===== config.mk =====
export PLATFORM = sky130hd
export DESIGN_NAME = instr_fetch_unit
export DESIGN_NICKNAME = d
export VERILOG_FILES = /design/src/rtl/instr_fetch_unit.sv
export SDC_FILE = /design/constraint.sdc
export NUM_CORES = 1
export LEC_CHECK = 0
export ABC_CLOCK_PERIOD_IN_PS = 2100
export CAP_MARGIN = 20
export CELL_PAD_IN_SITES_DETAIL_PLACEMENT = 1
export CELL_PAD_IN_SITES_GLOBAL_PLACEMENT = 2
export CORE_ASPECT_RATIO = 1.2
export CORE_MARGIN = 2
export CORE_UTILIZATION = 24
export CTS_CLUSTER_SIZE = 28
export DETAILED_ROUTE_END_ITERATION = 10
export GPL_TIMING_DRIVEN = 0
export PLACE_DENSITY_LB_ADDON = 0.1
export SYNTH_ARGS = -nofsm -noshare
export SYNTH_HDL_FRONTEND = slang
export SYNTH_SLANG_ARGS = --single-unit

===== constraint.sdc =====
create_clock -name clk -period 2.1 [get_ports clk]
set_clock_uncertainty 0.15 [all_clocks]
set_input_delay 0.525 -clock clk [delete_from_list [all_inputs] [get_ports clk]]
set_output_delay 0.525 -clock clk [all_outputs]
set_load 0.05 [all_outputs]

===== src/rtl/instr_fetch_unit.sv =====
// instr_fetch_unit: instruction fetch stage for the single-issue MIPS core.
// Holds the PC, issues one word read at a time to instruction memory over a
// request/grant/response handshake, and presents the result in the IF/ID
// output register. A redirect from execute flushes the output register and
// discards any response still in flight.
//
// Optional feature: define IFU_PERF_CNT_EN to add the perf_fetched and
// perf_stall counter ports.
//
// Ports:
//   clk, rst_n                    clock, async active-low reset
//   imem_req, imem_addr           read request and word-aligned address
//   imem_gnt                      request accepted this cycle
//   imem_rvalid, imem_rdata       read response (in order, one per grant)
//   id_ready                      decode consumes the output register
//   redirect, redirect_pc         taken branch/jump and its target
//   ifid_valid, ifid_instr        IF/ID output register
//   ifid_opcode                   ifid_instr[31:26] for the main decoder
//   ifid_pc4                      fetched instruction address + 4
//   perf_fetched, perf_stall      (IFU_PERF_CNT_EN only) wrapping counters
//
// state   | meaning
// --------+---------------------------------------------
// S_RESET | rst_n low; no request issued
// S_FETCH | request driven when the output register is free
// S_WAIT  | one request outstanding, waiting for imem_rvalid

module instr_fetch_unit #(
  parameter logic [31:0] RESET_PC = 32'h0000_0000
) (
  input  logic        clk,
  input  logic        rst_n,
  output logic        imem_req,
  output logic [31:0] imem_addr,
  input  logic        imem_gnt,
  input  logic        imem_rvalid,
  input  logic [31:0] imem_rdata,
  input  logic        id_ready,
  input  logic        redirect,
  input  logic [31:0] redirect_pc,
  output logic        ifid_valid,
  output logic [31:0] ifid_instr,
  output logic [5:0]  ifid_opcode,
`ifdef IFU_PERF_CNT_EN
  output logic [31:0] perf_fetched,
  output logic [31:0] perf_stall,
`endif
  output logic [31:0] ifid_pc4
);

  typedef enum logic [1:0] {
    S_RESET = 2'd0,
    S_FETCH = 2'd1,
    S_WAIT  = 2'd2
  } state_t;

  state_t      state, state_next;
  logic [31:0] pc;
  logic [31:0] pc_inc;
  logic [31:0] target;
  logic        kill;
  logic        kill_next;
  logic        issue_ok;
  logic        load;

  assign issue_ok  = !ifid_valid || id_ready;
  assign pc_inc    = pc + 32'd4;
  assign target    = redirect_pc & 32'hFFFF_FFFC;
  assign imem_addr = pc;
  assign ifid_opcode = ifid_instr[31:26];

  always_comb begin
    state_next = state;
    imem_req   = 1'b0;
    case (state)
      S_RESET: state_next = S_FETCH;
      S_FETCH: begin
        imem_req = issue_ok;
        if (issue_ok && imem_gnt) state_next = S_WAIT;
      end
      S_WAIT: begin
        if (imem_rvalid) state_next = S_FETCH;
      end
      default: state_next = S_FETCH;
    endcase
  end

  // A response loads only when it is not the killed one and no redirect
  // is arriving in the same cycle (the redirect makes it wrong-path).
  assign load = (state == S_WAIT) && imem_rvalid && !kill && !redirect;

  // kill marks the single outstanding request as wrong-path. It is set when
  // a redirect leaves a request in flight and cleared when that response
  // returns; a redirect coinciding with the response itself leaves it clear.
  always_comb begin
    kill_next = kill;
    if ((state == S_WAIT) && imem_rvalid) kill_next = 1'b0;
    if (redirect) begin
      kill_next = ((state == S_WAIT) && !imem_rvalid && 1'b1)
                  || ((state == S_FETCH) && imem_req && imem_gnt);
    end
  end

  always_ff @(posedge clk or negedge rst_n) begin
    if (!rst_n) begin
      state <= S_RESET;
      kill  <= 1'b0;
    end else begin
      state <= state_next;
      kill  <= kill_next;
    end
  end

  always_ff @(posedge clk or negedge rst_n) begin
    if (!rst_n) begin
      pc         <= RESET_PC;
      ifid_valid <= 1'b0;
      ifid_instr <= 32'h0;
      ifid_pc4   <= 32'h0;
    end else if (redirect) begin
      pc         <= target;
      ifid_valid <= 1'b0;
    end else if (load) begin
      pc         <= pc_inc;
      ifid_valid <= 1'b1;
      ifid_instr <= imem_rdata;
      ifid_pc4   <= pc_inc;
    end else if (id_ready && ifid_valid) begin
      ifid_valid <= 1'b0;
    end
  end

`ifdef IFU_PERF_CNT_EN
  always_ff @(posedge clk or negedge rst_n) begin
    if (!rst_n) begin
      perf_fetched <= 32'h0;
      perf_stall   <= 32'h0;
    end else begin
      if (load) perf_fetched <= perf_fetched + 32'd1;
      if (ifid_valid && !id_ready) perf_stall <= perf_stall + 32'd1;
    end
  end
`endif

endmodule


# After elaboration in Yosys (flattened, before gate mapping)
# Cells that the tools add are included.
# W data, S select, Z words.
[word_totals] reg_bits=100 input_bits=70 output_inout_bits=104 elab_cells=42
[classes] add_sub_neg=1 eq_ne=4 muxes=11 bitwise=1 n_reduce_logical=19
[ops] op="$mux W32" n=2
[ops] op="$add A32 B3 Y32 const B" n=1
[ops] op="$logic_and A1 B1 Y1" n=8
[ops] op="$mux W1" n=6
[ops] op="$logic_not A1 Y1" n=4
[ops] op="$mux W2" n=2
[ops] op="$ne A2 B2 Y1 const B" n=2
[ops] op="$pmux W2 S2" n=1
[ops] op="$reduce_and A2 Y1" n=2
[ops] op="$reduce_bool A2 Y1" n=2
[ops] op="$reduce_bool A3 Y1" n=1
[ops] op="$eq A2 B1 Y1 const B" n=1
[ops] op="$eq A2 B2 Y1 const B" n=1
[ops] op="$logic_or A1 B1 Y1" n=2
[ops] op="$not A1 Y1" n=1

# Logic depth before layout (Yosys ltp)
[logic_depth] word_depth=7 mapped_depth=8 depth_no_buf=6

# Least setup slack after synthesis
# No wires, ideal clock.
[synth_timing] path_kind="reg2out" startpoint="register ifid_valid" endpoint="output imem_req" arrival_ns=1.967 required_time_ns=1.425 setup_slack_ns=-0.542 stages_incl_launch_ff=3 path_buffers=0 path_cell_list="dfrtp_1 nor2b_1 nor3b_1"
[synth_between] elab_chain_len=3
[synth_lines] element="start, declared" line_no="41" rtl="output logic ifid_valid,"
[synth_lines] element="start signal, assigned" line_no="117" rtl="ifid_valid <= 1'b0;"
[synth_lines] element="start signal, assigned" line_no="122" rtl="ifid_valid <= 1'b0;"
[synth_lines] element="start signal, assigned" line_no="125" rtl="ifid_valid <= 1'b1;"
[synth_lines] element="$logic_not A1 Y1" line_no="66" rtl="assign issue_ok = !ifid_valid || id_ready;"
[synth_lines] element="$logic_or A1 B1 Y1" line_no="66"
[synth_lines] element="$mux W1" line_no="75" rtl="case (state)"
[synth_lines] element="end, declared" line_no="33" rtl="output logic imem_req,"
# Every way passes these cells.

# Worst setup path in the final report
[layout_timing] startpoint="register pc[30], in the netlist imem_addr[30]" endpoint="output imem_addr[30]"
[layout_lines] element="start, declared" line_no="58" rtl="logic [31:0] pc;"
[layout_lines] element="start signal, assigned" line_no="121" rtl="pc <= target;"
[layout_lines] element="start signal, assigned" line_no="124" rtl="pc <= pc_inc;"
[layout_lines] element="end, declared" line_no="34" rtl="output logic [31:0] imem_addr,"
# No word-level cell between the ends.

==> results.md <==
- Status: completed
- Fin crit share: 0.977
- GRT Total Usage: 0.155
- Crit path to: imem_addr[30]
- Arr. time, crit path: 1.38 ns
- Slew Viols, Final: 0
- Fin nets: 738
- Pin count of the biggest net entering global routing: 53
- Routed wl met2: 7560 um
- TritonCTS clock tree: built
- Final setup fails: 0
- Top Metal Used: met4
- Worst R2R End: ifid_pc4[28]
- Reg-to-Reg Start: imem_addr[10]
- Top FF cell, synth: dfrtp_1
- Setup crit end kind: primary output
- R2R depth: 7
- Ports: 174
- RSZ-0062 raised after global routing: yes
- MaxCap Viol Count: 0
- Crit. Startpoint: imem_addr[30]
- Pwr dens: 1180 nW/um^2
- Wl on met1: 7150 um
- CP peak stage delay: 0.58 ns
- Slew margin rel.: 0.512
- Count of cell types in the netlist: 39
- Final Hold Fails: 0
- DRT antenna net count: 0
- DP HPWL: 11500 um
- Setup TNS after final layout: 0 ns
- Die Span Y: 157 um
- Number of stages on the worst setup path: 1
- Total grt overflow: 0
- Synth Area in Compound Gates: 0.0693
- Yosys top cell area share: 0.515
- Global-route wire length before repair: 24700 um
- Crit path buffers/inverters: 1
- Simple-Gate Fraction of Synth Area: 0.167
- Combinational family with the most area after synthesis: simple AND/OR/NAND/NOR gates
- R2r setup slk: 0.08 ns
- Site Rows: 55
- Via count: 4079
- Worst-path clk slew: 0.07 ns
- Initial DRC Count: 63
- Critical path startpoint category: flop
- Vias in the first global route: 4357
- Slew @ Worst Pin: 0.732 ns
- Post-CTS Hold Buffers: 0
- Area Growth Syn to Fin: 62.3%
- Cell taking the most area after synthesis: dfrtp_1
- Die span in x: 131 um
- Asr flop ratio synth: 1.00
- Fillers: 2083
- Met3 wire len: 757 um
- Clock Path Buffers: 2
- Synthesized area per cell: 10.2 um^2
- Yosys warns: 0
- Family with the most delay on the worst path: buffers and inverters
- Hold Path Class: input pin to async pin
- Mapped Area: 4660 um^2
- Die ar.: 20600 um^2
- Post-Syn Instances: 455
- Critical path class: flop to primary output
- Final min period: 2.05 ns
- # diodes: 0
- Synth Register Bits: 96
- Clock network latency to the later pin of the worst-skew pair: 0.35 ns
- Synth top cells by count: dfrtp_1, nand2_1, nor2_1
- Drt via density: 4.40
- Number of port buffers: 166
- Remaining DRCs: 0
- Xor and xnor area share after synthesis: 0.107
- Highest net fanout along the worst path: 4
- Initial core utilization: 0.246
- Root Buffer: clkbuf_16
- Top-count cell post-synth: dfrtp_1
- Setup WS post-layout: 0.0493 ns
- Worst path slowest cell: dlygate4sd2_1
- Drt pass-1 iters: 4
- Post-DR wirelength/cell: 17.0 um
- CTS H-tree depth: 3
- DRT Wirelength: 15800 um
- # clock sinks: 96
- Post-Synth Adder-Cell Area: 0.00268
- CP required: 1.42 ns
- Synth area leaders: dfrtp_1, mux2_2, xnor2_1
- Share of layout cells above drive strength 1: 0.274
- Dpl ws: -1.61 ns
- Max IR drop VDD: 0.428 mV
- Mux cell area share after synthesis: 0.0843
- Number of synthesized flops with an enable pin: 0
- Max Fclk: 0.488 GHz
- Leak pwr: 3.40 nW
- Cts bufs inserted: 9
- Initial antenna violation count: 1
- Core footprint: 18900 um^2
- Cells along the critical path: dlygate4sd2_1
- Final Wtd Congestion: 0.748
- Seq/Total Area, Yosys: 0.515
- Final total power: 8.94 mW
==> sequential cells by signal, summed over array words and instances (netlist names) <==
| register | flops |
|---|---|
| state | 2 |
| ifid_valid | 1 |
| ifid_instr | 32 |
| imem_addr | 30 |
| kill | 1 |
| ifid_pc4 | 30 |
==> per-stage QoR <==
stage | instance area, um^2 | util | cells | hold slack (ns)
after CTS | 7410 | 0.392 | 917 | 0.0951
final | 7560 | 0.400 | 928 | 0.0684
after global placement | 6820 | 0.360 | 880 | 0.338
after floorplan | 4830 | - | 458 | 0.0794
after global routing | 7560 | 0.400 | 928 | 0.117
after detailed placement | 6840 | 0.362 | 881 | 0.346
==> repair_timing <==
action | 4_1_cts | 5_1_grt
gates resized for setup | 169 | 24
setup endpoints to repair | 190 | 33
pin swaps | 20 | 12
buffers inserted | 21 | 15
cloned | 1 | 1
==> power breakdown <==
part	total, mW	switching (mW)	leakage, nW	internal (mW)
Clock	1.64	0.738	0.145	0.902
Combinational	4.47	3.15	2.09	1.32
Sequential	2.83	0.373	1.16	2.46
Total	8.94	4.26	3.40	4.68
==> routing by layer <==
metal,up-vias,global-route usage
met3,15,0.0347
met4,0,0.0554
met1,1980,0.195
li1,1957,-
met2,127,0.263
met5,-,0
==> final cells by class <==
type	count	area, um^2	share of cell area
Buffer	37	309	0.0409
Clock buffer	12	267	0.0352
Clock inverter	4	26.3	0.00347
Inverter	4	15.0	0.00199
Multi-Input combinational cell	315	2300	0.304
Sequential cell	96	2430	0.321
Tap cell	256	320	0.0423
Timing Repair Buffer	204	1900	0.251
==> placed cells by master, fill, tap and decap left out, types with 3 or more instances in the layout <==
cell type,instances
a21oi_1,25
a21oi_2,4
buf_4,40
buf_6,14
buf_8,4
clkbuf_1,8
clkbuf_16,10
clkbuf_8,6
clkdlybuf4s50_1,63
conb_1,4
dfrtp_1,74
dfrtp_2,22
dlygate4sd2_1,98
inv_1,4
mux2_2,34
nand2_1,47
nand3_1,15
nand3_2,3
nand4_1,14
nor2_1,39
nor2_4,4
nor3_4,12
nor4_2,3
o21ai_0,24
o21ai_1,7
xnor2_1,32
xor2_1,24
==> kinds of logic (layout without fill, tap and decap cells) <==
kind of cell	Yosys count	after routing
flops	96	96
xor+xnor	57	57
fa+ha+maj	1	1
buf+inv	47	261
simple gates	157	157
other cells	1	4
mux	35	35
compound gates	61	61
==> how the worst min path moves through the flow <==
stage | endpoint | depth (start not counted)
CTS | ifid_instr[6] | 1
floorplan | ifid_instr[0] | 0
global placement | ifid_instr[23] | 1
finish | ifid_instr[3] | 1
global route | ifid_instr[3] | 1
detailed placement | ifid_instr[6] | 1
No activity file was read; power rests on OpenSTA's default activity.
